<file path="src/rtl/mem_port_arbiter.sv">
// Two-requester arbiter for one RAM port: core priority, host starvation
// protection, bounded host lock bursts, and read-valid tagging per owner.
module mem_port_arbiter #(
  parameter int unsigned ADDR_WIDTH = 12,
  parameter int unsigned DATA_WIDTH = 64,
  parameter int unsigned RD_LATENCY = 1,
  parameter int unsigned MAX_WAIT   = 8,
  parameter int unsigned MAX_HOLD   = 16
) (
  input  logic                  clk,
  input  logic                  rstn,
  input  logic                  c_req,
  input  logic                  c_we,
  input  logic [ADDR_WIDTH-1:0] c_addr,
  input  logic [DATA_WIDTH-1:0] c_wdata,
  output logic                  c_gnt,
  output logic                  c_rvalid,
  input  logic                  h_req,
  input  logic                  h_we,
  input  logic [ADDR_WIDTH-1:0] h_addr,
  input  logic [DATA_WIDTH-1:0] h_wdata,
  input  logic                  h_lock,
  output logic                  h_gnt,
  output logic                  h_rvalid,
  output logic [DATA_WIDTH-1:0] rdata,
  output logic [ADDR_WIDTH-1:0] mem_addr,
  output logic                  mem_wr_en,
  output logic [DATA_WIDTH-1:0] mem_wr_data,
  input  logic [DATA_WIDTH-1:0] mem_rd_data
);

  localparam int unsigned WW = $clog2(MAX_WAIT + 1);
  localparam int unsigned HW = $clog2(MAX_HOLD + 1);
  localparam logic [WW-1:0] WAIT_MAX = WW'(MAX_WAIT);
  localparam logic [HW-1:0] HOLD_MAX = HW'(MAX_HOLD);

  typedef enum logic [1:0] {
    ARB       = 2'd0,
    HOST_LOCK = 2'd1
  } state_e;

  state_e                state_q, state_d;
  logic [WW-1:0]         wait_q, wait_d;
  logic [HW-1:0]         hold_q, hold_d, hold_inc;
  logic [RD_LATENCY-1:0] tag_v_q, tag_v_d;
  logic [RD_LATENCY-1:0] tag_h_q, tag_h_d;

  // Grants are gated by rstn so the port is quiet while reset is held.
  always_comb begin
    h_gnt = 1'b0;
    c_gnt = 1'b0;
    if (rstn) begin
      if (state_q == HOST_LOCK) begin
        h_gnt = h_req;
      end else begin
        h_gnt = h_req & (~c_req | (wait_q == WAIT_MAX));
        c_gnt = c_req & ~h_gnt;
      end
    end
  end

  always_comb begin
    mem_addr    = '0;
    mem_wr_data = '0;
    mem_wr_en   = 1'b0;
    if (h_gnt) begin
      mem_addr    = h_addr;
      mem_wr_data = h_wdata;
      mem_wr_en   = h_we;
    end else if (c_gnt) begin
      mem_addr    = c_addr;
      mem_wr_data = c_wdata;
      mem_wr_en   = c_we;
    end
  end

  always_comb begin
    state_d  = state_q;
    hold_d   = hold_q;
    hold_inc = hold_q + HW'(1);
    case (state_q)
      ARB: begin
        // With MAX_HOLD of one the entry beat already exhausts the burst.
        if (h_gnt && h_lock && (HOLD_MAX > HW'(1))) begin
          state_d = HOST_LOCK;
          hold_d  = HW'(1);
        end
      end
      HOST_LOCK: begin
        if (!h_req) begin
          state_d = ARB;
          hold_d  = '0;
        end else begin
          hold_d = hold_inc;
          if (!h_lock || (hold_inc == HOLD_MAX)) begin
            state_d = ARB;
            hold_d  = '0;
          end
        end
      end
      default: begin
        state_d = ARB;
        hold_d  = '0;
      end
    endcase

    if (h_req && !h_gnt) begin
      wait_d = (wait_q == WAIT_MAX) ? wait_q : wait_q + WW'(1);
    end else begin
      wait_d = '0;
    end

    tag_v_d    = '0;
    tag_h_d    = '0;
    tag_v_d[0] = (h_gnt | c_gnt) & ~mem_wr_en;
    tag_h_d[0] = h_gnt;
    for (int unsigned i = 1; i < RD_LATENCY; i++) begin
      tag_v_d[i] = tag_v_q[i-1];
      tag_h_d[i] = tag_h_q[i-1];
    end
  end

  always_ff @(posedge clk or negedge rstn) begin
    if (!rstn) begin
      state_q <= ARB;
      wait_q  <= '0;
      hold_q  <= '0;
      tag_v_q <= '0;
      tag_h_q <= '0;
    end else begin
      state_q <= state_d;
      wait_q  <= wait_d;
      hold_q  <= hold_d;
      tag_v_q <= tag_v_d;
      tag_h_q <= tag_h_d;
    end
  end

  assign c_rvalid = tag_v_q[RD_LATENCY-1] & ~tag_h_q[RD_LATENCY-1];
  assign h_rvalid = tag_v_q[RD_LATENCY-1] &  tag_h_q[RD_LATENCY-1];
  assign rdata    = mem_rd_data;

endmodule

</file>
<file path="config.mk">
export PLATFORM = sky130hd
export DESIGN_NAME = mem_port_arbiter
export DESIGN_NICKNAME = d
export VERILOG_FILES = /design/src/rtl/mem_port_arbiter.sv
export SDC_FILE = /design/constraint.sdc
export NUM_CORES = 1
export LEC_CHECK = 0
export BUFFER_PORTS_ARGS = -buffer_cell sky130_fd_sc_hd__buf_4
export CAP_MARGIN = 20
export CORE_AREA = 3 3 142 144
export CTS_CLUSTER_DIAMETER = 100
export DETAILED_ROUTE_END_ITERATION = 16
export DIE_AREA = 0 0 145 147
export MAX_ROUTING_LAYER = met4
export PLACE_DENSITY = 0.36
export SYNTH_ARGS = -nofsm -noshare
export SYNTH_HDL_FRONTEND = slang
export SYNTH_SLANG_ARGS = --single-unit
</file>
<file path="constraint.sdc">
create_clock -name clk -period 2.77 [get_ports clk]
set_input_delay 0.4155 -clock clk [delete_from_list [all_inputs] [get_ports clk]]
set_output_delay 0.4155 -clock clk [all_outputs]
set_load 0.02 [all_outputs]
</file>
# == Yosys cells after proc, flatten, opt, wreduce, memory -nomap -nowiden ==
# Cells that the tools add are included.
# op_classes
add_sub_neg,2
eq_ne,6
mux,20
bitwise_logic,11
n_reduce_logical,7
# ops
cell,n
$mux 64,2
$mux 12,2
$mux 5,3
$pmux 5 s2,1
$mux 4,2
$mux 1,6
$mux 2,3
$add 5x1->5 const B,1
$and 1x1->1,5
$eq 5x5->1 const B,1
$add 4x1->4 const B,1
$eq 4x4->1 const B,1
$ne 2x2->1 const B,2
$not 1->1,4
$pmux 2 s2,1
$ne 3x2->1 const B,1
$eq 2x1->1 const B,1
$logic_and 1x1->1,2
$logic_not 1->1,2
$logic_not 2->1,1
$or 1x1->1,2
$reduce_and 2->1,1
$logic_or 1x1->1,1
# word_totals
ff_bits,13
input_bits,223
out_inout_bits,145
word_cells,51

# == Depth between registers and ports, before layout ==
# depth
ltp_word,11
depth_mapped,8
depth_no_buf,6

# == Least setup slack after synthesis ==
# OpenSTA, ideal clock, no wires.
# synth_path
kind,reg-to-output
from,register wait_q[0]
to,output port mem_addr[0]
arrival_time_ns,1.778
t_required_ns,2.355
path_slack_ns,0.577
path_stages_with_launch,9
path_buffers,3
path_cell_list,dfrtp_1 inv_1 ha_1 and3b_1 buf_2 o311a_1 buf_6 buf_6 a22o_1
# synth_between
elab_chain_cells,9
elab_cells_between_ends,11
classes_between,eq/ne: 1; mux: 6; bitwise: 4
# synth_lines
element,line,text
from (decl),43,"logic [WW-1:0] wait_q, wait_d;"
from (signal assigned),132,wait_q <= wait_d;
$eq 4x4->1 *,56,h_gnt = h_req & (~c_req | (wait_q == WAIT_MAX));
$or 1x1->1 *,56,
$and 1x1->1 *,56,
$not 1->1,57,c_gnt = c_req & ~h_gnt;
$and 1x1->1,57,
$mux 1,53,if (state_q == HOST_LOCK) begin
$mux 1,52,if (rstn) begin
$mux 12,70,end else if (c_gnt) begin
$mux 12 *,66,if (h_gnt) begin
to (decl),26,"output logic [ADDR_WIDTH-1:0] mem_addr,"
# Mark *: on every way between the ends. The rest lies on a longest branch, timed or not.

# == Worst setup path after layout ==
# layout_path
from,register wait_q[0]
to,output port mem_wr_data[8]
# layout_between
elab_chain_cells,9
elab_cells_between_ends,11
classes_between,eq/ne: 1; mux: 6; bitwise: 4
# layout_lines
element,line,text
$eq 4x4->1 *,56,
$or 1x1->1 *,56,
$and 1x1->1 *,56,
$not 1->1,57,
$and 1x1->1,57,
$mux 1,53,
$mux 1,52,
$mux 64,70,
$mux 64 *,66,
to (decl),28,"output logic [DATA_WIDTH-1:0] mem_wr_data,"
# Marked as above.

==> flow_summary.ini <==
[outcome]
status = finished clean

[finish]
flow.area_growth_from_synthesis_pct = 84.6
proportion_of_layout_cells_with_a_drive_suffix_above_1_pct = 64.3
num-nets-final = 620
top_library_cells_by_usage_in_the_layout_fill_and_taps_aside = 242 x buf_4, 79 x a22o_1, 12 x dfrtp_1
most_common_library_cell_in_the_layout_ignoring_fill_and_taps = buf_4
post_layout_nonfiller_instances = 652
final_cell_area_sq_um = 3630
post-route-util_pct = 19.3
n_antenna_cell = 0

[yosys]
synth_fp_nets = 454
post-synth-top-area-fraction_pct = 35.2
ys_seq_elements = 12
post_synthesis_instance_area_sq_um = 1970
synth_area_per_cell_sq_um = 8.67
synth_enable_flop_cells = 0
synthDistinctLibCells = 34
synth_area_leader_cell = a22o_1
area_contributors_post_synth = a22o_1 35%, buf_4 25%, dfrtp_1 15%
synth_warnings = 0
postSynth.topFlopCell = dfrtp_1
syn-instance-count = 227
asyncSetResetFlopFracSynth_pct = 100
seq_area_frac_synth_pct = 15.3

[pwr]
p_per_area_nw_per_um2 = 295
p_leak_nw = 1.88
power.clock.fraction_pct = 27.4
p_switching_uw = 353
power_mw = 1.07
share_seq_of_total_power_pct = 18.9
netSwitchingFraction_pct = 32.9
peakVddDrop_mv = 0.114
internal-power_uw = 719
logic_gate_share_of_total_power_pct = 53.7

[timing]
final_hold_violating_endpoints = 0
worstMarginPinSlew_ns = 0.553
clock.fmax_ghz = 0.381
grt_setup_unrepaired = false
slew_violations = 0
timing.max_slew.rel_slack_pct = 62.8
min_period_over_period_pct = 94.7
shortest_clock_period_the_worst_path_allows_after_layout_ns = 2.62
finalClockSkew_ns = 0.000875
setup_viol = 0
setup_tns_ns = 0

[grt]
antenna_found_initial = 0
gr-usage-all-layers_pct = 8.75
first_pass_grt_wire_length_mm = 14.6
grt_pass1_vias = 2439
grt_remaining_overflow = 0
grt_max_degree = 51

[critical_path]
critPathSlowestCell = dfrtp_1
critPathLaunch = wait_q[0]
crit_buf_inv = 3
criticalPathCategory = register to primary output
worstSetupStartpointType = register
crit_path_leading_delay_family = compound AO/OA/AOI/OAI gates
end_of_the_worst_register_to_register_path = hold_q[4]
critPathMaxFanout = 50
end_kind = primary output
reg2reg_depth = 8
critical_path.reg2reg.startpoint = wait_q[0]
worst-endpoint-required_ns = 2.35
crit_arrival_ns = 2.21
timing.critical_path.cells = inv_1 > ha_1 > and3b_2 > o311a_4 > buf_8 > a22o_1 > buf_4
reg2reg_slack_ns = 0.65
slowest_delay_ns = 0.36

[clock_tree]
cts_num_sinks = 12
clock_tree_from_tritoncts = yes
ctsHtreeMaxLevel = 1
cts_setup_buffers = 0
cts_made_buffers = 3
clk_latency_ns = 0.24
buffer_type_at_the_clock_tree_root = clkbuf_16
clkTransAtPathRegs_ns = 0.04
cts_buffer_depth = 2

[routing]
met3_length_mm = 1.05
dr.max_layer_used = met4
routed-via-count = 2427
detailedRoute.firstPassIterationCount = 4
remaining_drc_errors = 0
post_drt_via_cell_ratio = 3.72
count_of_antenna_violating_nets_left_after_detailed_routing = 0
detail_route.wl_per_cell_um = 15.4
m1WireLength_mm = 3.48
drt-total-wl_mm = 10.0
detail_route.iter0.violations = 119
met2_length_mm = 5.27

[placed_design]
gp_congestion = 0.852
place.port_buffers = 239
dpl-instance-area_sq_um = 3540
dp_hpwl_mm = 8.61
numPlacedInstances = 648

[floorplanning]
rows = 50
start_util_pct = 10.5
coreArea_sq_um = 18800
die_width_um = 145
dieArea_sq_um = 21300
num_io_pins = 368
dieHeight_um = 147

[flow_run]
number_of_maximum_capacitance_constraint_violations = 0

[worst_hold_path]
hold_class = input pin to async pin
[cells in the mapped netlist, types with 2 or more instances]
cell type   n
nand3_1     4
buf_6       8
buf_4      65
inv_1       7
a31oi_1     2
nor3_1      2
a22o_1     79
ha_1        4
buf_2       4
clkbuf_1    6
dfrtp_1    12
xnor2_1     2
nor2_1      4
nand2_1     2
a21oi_1     2
o21ai_0     4
xor2_1      3
[worst reg2reg max path: stages, from the launching register on]
cell and delay (ns):
dfrtp_1 0.36, inv_1 0.08, ha_1 0.19, and3b_2 0.27
o311a_4 0.33, buf_4 0.23, buf_4 0.21, a21o_1 0.21
o221ai_2 0.16
[registers in the layout, summed over array words and instances, names as in the netlist]
| register | count |
|---|---|
| hold_q | 5 |
| wait_q | 4 |
| state_q | 1 |
| tag_h_q | 1 |
| tag_v_q | 1 |
[what timing repair did]
| action | in CTS | in global routing |
|---|---|---|
| endpoints found under the hold margin | 0 | 0 |
| hold buffers | 0 | 0 |
| setup endpoints to repair | 2 | 2 |
| resized for setup | 1 | 3 |
[cell families (layout without fill, tap and decap cells)]
group / count (synthesis) / count (layout) / synth area share (%)
AND/OR/NAND/NOR: 20 / 20 / 5.60
XOR/XNOR: 5 / 5 / 2.23
buffers and inverters: 90 / 255 / 32.9
adder cells (fa/ha/maj): 4 / 4 / 2.54
AO/OA/AOI/OAI: 95 / 95 / 41.0
flip-flops: 12 / 12 / 15.3
multiplexers: 1 / 1 / 0.509
[power by group through the flow]
stage	combinational (mW)	clock, mW	sequential [mW]
2_1_floorplan	0.384	0	0.202
3_3_place_gp	0.579	0	0.205
3_5_place_dp	0.580	0	0.206
4_1_cts	0.582	0.304	0.203
5_1_grt	0.617	0.310	0.206
6_report	0.575	0.294	0.203
[per-stage QoR]
step	hold slack (ns)	worst slack [ns]
2_1_floorplan	0.120	0.577
3_3_place_gp	0.278	0.283
3_5_place_dp	0.280	0.235
4_1_cts	0.0231	0.107
5_1_grt	0.0226	0.0296
6_report	0.0200	0.146
[routing by layer]
layer	vias up	track usage [%]
li1	1120	-
met1	1100	9.54
met2	179	15.5
met3	28	2.38
met4	0	2.95
met5	-	-
[worst max-delay path by stage]
stage                            to  slack (ns)  cells after the start
finish               mem_wr_data[8]        0.15                      7
global route        mem_wr_data[48]        0.03                      7
CTS                 mem_wr_data[10]        0.11                      7
detailed placement  mem_wr_data[10]        0.24                      7
global placement     mem_wr_data[8]        0.28                      7
floorplan               mem_addr[0]        0.58                      8
[cell type report]
class / instances / area (sq um)
clock buffers: 4 / 88.8
fillers: 2103 / 15200
inverters: 7 / 26.3
multi-input cells: 125 / 1040
flip-flops and latches: 12 / 300
well taps: 260 / 325
repair buffers: 244 / 1850
Note: power is estimated with default switching activity, not from simulation.
